===== src/rtl/memoria_param.sv =====
`default_nettype none
// ============================================================================
// memoria_param : parameterised single-clock RAM with self-clearing sweep,
//                 1- or 2-cycle pipelined reads and selectable collision mode.
// Revision 1.0
// ============================================================================
module memoria_param #(
  parameter int DATA_WIDTH   = 8,
  parameter int ADDR_WIDTH   = 4,
  parameter int LATENCIA     = 1,
  parameter int MODO_COLISAO = 0
) (
  input  logic                  clock,
  input  logic                  reset_n,
  input  logic [DATA_WIDTH-1:0] data,
  input  logic [ADDR_WIDTH-1:0] write_addr,
  input  logic [ADDR_WIDTH-1:0] read_addr,
  input  logic                  EscMen,
  input  logic                  LerMen,
  input  logic                  limpar,
  output logic [DATA_WIDTH-1:0] saida,
  output logic                  saida_valida,
  output logic                  ocupada
);

  localparam int DEPTH = 2 ** ADDR_WIDTH;

  typedef enum logic [0:0] {
    LIMPA  = 1'b0,
    PRONTA = 1'b1
  } state_t;

  state_t                  state_q, state_d;
  logic [ADDR_WIDTH-1:0]   cnt_q, cnt_d;
  logic [DATA_WIDTH-1:0]   saida_q;
  logic                    valida_q;
  logic                    w_wr_en;
  logic                    w_rd_en;
  logic                    w_flush;
  logic [DATA_WIDTH-1:0]   w_rd_word;
  logic [DATA_WIDTH-1:0]   ram [DEPTH];

  always_ff @(posedge clock or negedge reset_n) begin
    if (!reset_n) begin
      state_q <= LIMPA;
      cnt_q   <= '0;
    end else begin
      state_q <= state_d;
      cnt_q   <= cnt_d;
    end
  end

  // limpar wins over any access requested in the same cycle
  always_comb begin
    state_d = state_q;
    cnt_d   = cnt_q;
    w_wr_en = 1'b0;
    w_rd_en = 1'b0;
    w_flush = 1'b0;
    case (state_q)
      LIMPA: begin
        w_flush = 1'b1;
        cnt_d   = cnt_q + 1'b1;
        if (&cnt_q) begin
          state_d = PRONTA;
          cnt_d   = '0;
        end
      end
      PRONTA: begin
        if (limpar) begin
          state_d = LIMPA;
          cnt_d   = '0;
          w_flush = 1'b1;
        end else begin
          w_wr_en = EscMen;
          w_rd_en = LerMen;
        end
      end
      default: begin
        state_d = LIMPA;
        cnt_d   = '0;
      end
    endcase
  end

  // Array has no reset: it is zeroed only by the sweep
  always_ff @(posedge clock) begin
    if (reset_n) begin
      if (state_q == LIMPA) begin
        ram[cnt_q] <= '0;
      end else if (w_wr_en) begin
        ram[write_addr] <= data;
      end
    end
  end

  assign w_rd_word = ((MODO_COLISAO != 0) && w_wr_en && (write_addr == read_addr))
                     ? data : ram[read_addr];

  generate
    if (LATENCIA == 2) begin : g_lat2
      logic [DATA_WIDTH-1:0] pipe_data_q;
      logic                  pipe_vld_q;

      always_ff @(posedge clock or negedge reset_n) begin
        if (!reset_n) begin
          pipe_data_q <= '0;
          pipe_vld_q  <= 1'b0;
          saida_q     <= '0;
          valida_q    <= 1'b0;
        end else begin
          pipe_vld_q <= w_rd_en;
          if (w_rd_en) begin
            pipe_data_q <= w_rd_word;
          end
          valida_q <= pipe_vld_q && !w_flush;
          if (pipe_vld_q && !w_flush) begin
            saida_q <= pipe_data_q;
          end
        end
      end
    end else begin : g_lat1
      always_ff @(posedge clock or negedge reset_n) begin
        if (!reset_n) begin
          saida_q  <= '0;
          valida_q <= 1'b0;
        end else begin
          valida_q <= w_rd_en;
          if (w_rd_en) begin
            saida_q <= w_rd_word;
          end
        end
      end
    end
  endgenerate

  assign saida        = saida_q;
  assign saida_valida = valida_q;
  assign ocupada      = (state_q == LIMPA);

endmodule
`default_nettype wire


===== config.mk =====
export PLATFORM = sky130hd
export DESIGN_NAME = memoria_param
export DESIGN_NICKNAME = d
export VERILOG_FILES = /design/src/rtl/memoria_param.sv
export SDC_FILE = /design/constraint.sdc
export NUM_CORES = 1
export LEC_CHECK = 0
export CORE_MARGIN = 3
export CORE_UTILIZATION = 55
export DETAILED_ROUTE_END_ITERATION = 8
export MAX_ROUTING_LAYER = met4
export PLACE_DENSITY_LB_ADDON = 0.2
export SYNTH_ARGS = -nofsm -noshare
export SYNTH_HDL_FRONTEND = slang
export SYNTH_SLANG_ARGS = --single-unit

===== constraint.sdc =====
create_clock -name clock -period 2.2 [get_ports clock]
set_input_delay 0.44 -clock clock [delete_from_list [all_inputs] [get_ports clock]]
set_output_delay 0.44 -clock clock [all_outputs]
set_load 0.005 [all_outputs]

==> impl_metrics.py, run 1 <==
metrics = {
    "status": {
        "status": "completed",
    },
    "placed_design": {
        "io_buffer_count": 30,
        "dpl.hpwl_mm": 8.21,
        "finalWeightedCongestion": 0.828,
    },
    "grt": {
        "grt_usage": 0.243,
        "grt_max_degree": 26,
        "globalRouteOverflowTotal": 0,
        "gr-usage-met1": 0.335,
        "grt_pass1_wl_mm": 19.4,
        "grt_pass1_vias": 3292,
        "antenna_found_initial": 0,
        "grt.busiest_layer": "met2",
        "use_met2": 0.363,
        "globalRouteMet3Util": 0.0615,
    },
    "detailed_routing": {
        "route.final.wire_length_mm": 12.4,
        "ant_nets": 0,
        "wl_per_cell_um": 23.4,
        "drc_errors": 0,
        "via_per_inst": 5.98,
        "vias": 3163,
        "drt_iter0_markers": 244,
        "drtPass1Iterations": 4,
    },
    "logic_synthesis": {
        "async_flop_share": 0.0986,
        "synth_seq_area_share": 0.727,
        "syn_avg_cell_area_sq_um": 18.7,
        "synth_edf_count": 128,
        "syn-num-nets": 331,
        "ys_seq_elements": 142,
        "ys_types": 49,
        "synth_flop_cell": "edfxtp_1",
        "yosysWarnings": 0,
        "synth_area_sq_mm": 0.00577,
        "netlist_instances": 309,
    },
    "die": {
        "die_h_um": 108,
        "fp.coreArea_sq_mm": 0.0100,
        "io_pins": 31,
        "die_w_um": 108,
        "start_util": 0.577,
        "row_count": 36,
        "dieArea_sq_mm": 0.0118,
    },
    "clocking": {
        "cts_buffers": 17,
        "clockRootBuffer": "clkbuf_8",
        "cts.sinks": 142,
        "clk_latency_ns": 0.52,
        "clk_pin_slew_ns": 0.06,
        "h-tree-depth": 4,
        "clockBufferDepth": 2,
        "cts_tree": "built",
    },
    "final_layout": {
        "syn_to_final_growth_pct": 22.8,
        "final_core_util": 0.708,
        "diodes": 0,
        "fin_nets": 407,
        "layout_commonest_cell": "edfxtp_1",
        "drive_gt1_frac": 0.270,
        "final_cell_mix": "128 x edfxtp_1, 37 x buf_4, 29 x clkdlybuf4s50_1, 27 x mux4_2, 19 x mux2i_1",
    },
    "timing": {
        "skew_ns": 0.00908,
        "final_hold_viol_count": 0,
        "relSlewSlack": 0.582,
        "slew_violations": 0,
        "post-route-period-util": 0.952,
        "timing.fmax_mhz": 478,
        "rsz0062_at_grt": "false",
        "fin_crit_ns": 2.09,
        "setup_viol": 0,
        "worst_pin_slew_ns": 0.626,
        "whs_ns": 0.406,
    },
    "critical_path": {
        "worstPathRequired_ns": 1.76,
        "cp-start-kind": "register",
        "critPathMaxFanout": 10,
        "crit_type": "reg2out",
        "crit_path_end_kind": "output pin",
        "crit_arrival_ns": 1.65,
    },
    "run": {
        "maxCapViolCount": 0,
    },
    "pwr": {
        "power-per-cell-area_mw_per_mm2": 1070,
        "max-vdd-ir-drop_mv": 0.614,
        "cellLeakagePower_nw": 2.57,
    },
    "worst_hold_path": {
        "hold_class": "in2async",
    },
}
## timing repair
action / in CTS / in global routing
resized for setup: 0 / 1
hold buffers: 0 / 0
hold endpoints to repair: 0 / 0
buffers inserted: 0 / 0
endpoints found under the setup margin: 0 / 1
## state kept, by name, summed over array words and instances, names as in the netlist
register,count
ram,128
saida,8
state_q,1
cnt_q,4
saida_valida,1
## layout make-up
type	instances	area [sq um]
clock buffers	18	418
clock inverters	12	195
fillers	643	2920
inverters	6	22.5
multi-input cells	147	1430
flip-flops and latches	142	4190
well taps	133	166
repair buffers	71	653
## power by group
group | total [W] | internal, W | switching, W
combinational | 0.00116 | 0.000583 | 0.000580
sequential | 0.00344 | 0.00325 | 0.000182
clock | 0.00296 | 0.00193 | 0.00103
total | 0.00756 | 0.00577 | 0.00179
## path summary, 6_finish.rpt
kind                                      startpoint  slack [ns]  cells past startpoint                    to
worst max-delay path               state_q$_DFF_PN0_        0.11                      3               ocupada
worst min-delay path                         reset_n        0.41                      3  saida[4]$_DFFE_PN0P_
worst max register to register     state_q$_DFF_PN0_        0.34                      5   ram[8][3]$_DFFE_PP_
worst min register to register  saida[5]$_DFFE_PN0P_        0.52                      2  saida[5]$_DFFE_PN0P_
max in group asynchronous                    reset_n        1.59                      3  saida[1]$_DFFE_PN0P_
min in group clock              saida[5]$_DFFE_PN0P_        0.52                      2  saida[5]$_DFFE_PN0P_
## layer usage
metal,vias up,wire length [um]
met5,-,0
li1,1392,-
met3,14,765
met1,1648,5390
met2,109,6040
met4,0,183
## critical path: stages, from the launching register on
cell	delay, ns
dfrtp_1	0.38
buf_4	0.17
inv_2	0.09
clkdlybuf4s50_1	0.50
## synthesized netlist by cell type, types with 3 or more instances
library cell | count | area, sq um
a31oi_1 | 4 | 25.0
and2_1 | 8 | 50.1
buf_2 | 4 | 20.0
buf_6 | 4 | 45.0
dfrtp_1 | 14 | 350
edfxtp_1 | 128 | 3840
inv_1 | 5 | 18.8
mux2_2 | 3 | 33.8
mux2i_1 | 19 | 190
mux4_2 | 27 | 608
nand2_1 | 16 | 60.1
nand2b_1 | 3 | 18.8
nand3_1 | 3 | 15.0
nor2_1 | 18 | 67.6
nor3b_1 | 5 | 37.5
o21ai_1 | 3 | 15.0
o221ai_1 | 6 | 52.6
o22ai_1 | 4 | 25.0
## kinds of logic after synthesis
kind of cell	share of synthesized area
muxes	0.144
AOI/OAI and AO/OA	0.0358
xor gates and xnor gates	0.00152
adders and majority gates	0.00217
and+or+nand+nor	0.0648
DFF	0.727
buffers and inverters	0.0245
## stage by stage
step	setup TNS, ns	instance area, sq um	worst slack, ns	total power [W]	instances
6_report	0	7080	0.106	0.00756	529
5_1_grt	0	7080	0.0354	0.00784	529
4_1_cts	0	7080	0.0152	0.00760	529
3_5_place_dp	-30.10	6470	-0.223	0.00464	499
3_3_place_gp	-17.01	6470	-0.149	0.00459	499
2_1_floorplan	0	5770	0.186	0.00405	309
Power figures use the tool's default switching activity.
==> run 2, diff against run 1 <==
--- a/config.mk
+++ b/config.mk
@@ -8,6 +8,7 @@
 export CORE_MARGIN = 3
 export CORE_UTILIZATION = 55
 export DETAILED_ROUTE_END_ITERATION = 8
+export GPL_ROUTABILITY_DRIVEN = 1
 export MAX_ROUTING_LAYER = met4
 export PLACE_DENSITY_LB_ADDON = 0.2
 export SYNTH_ARGS = -nofsm -noshare
==> results of run 2 <==
Final layout, timing and power as in run 1 (identical DEF).
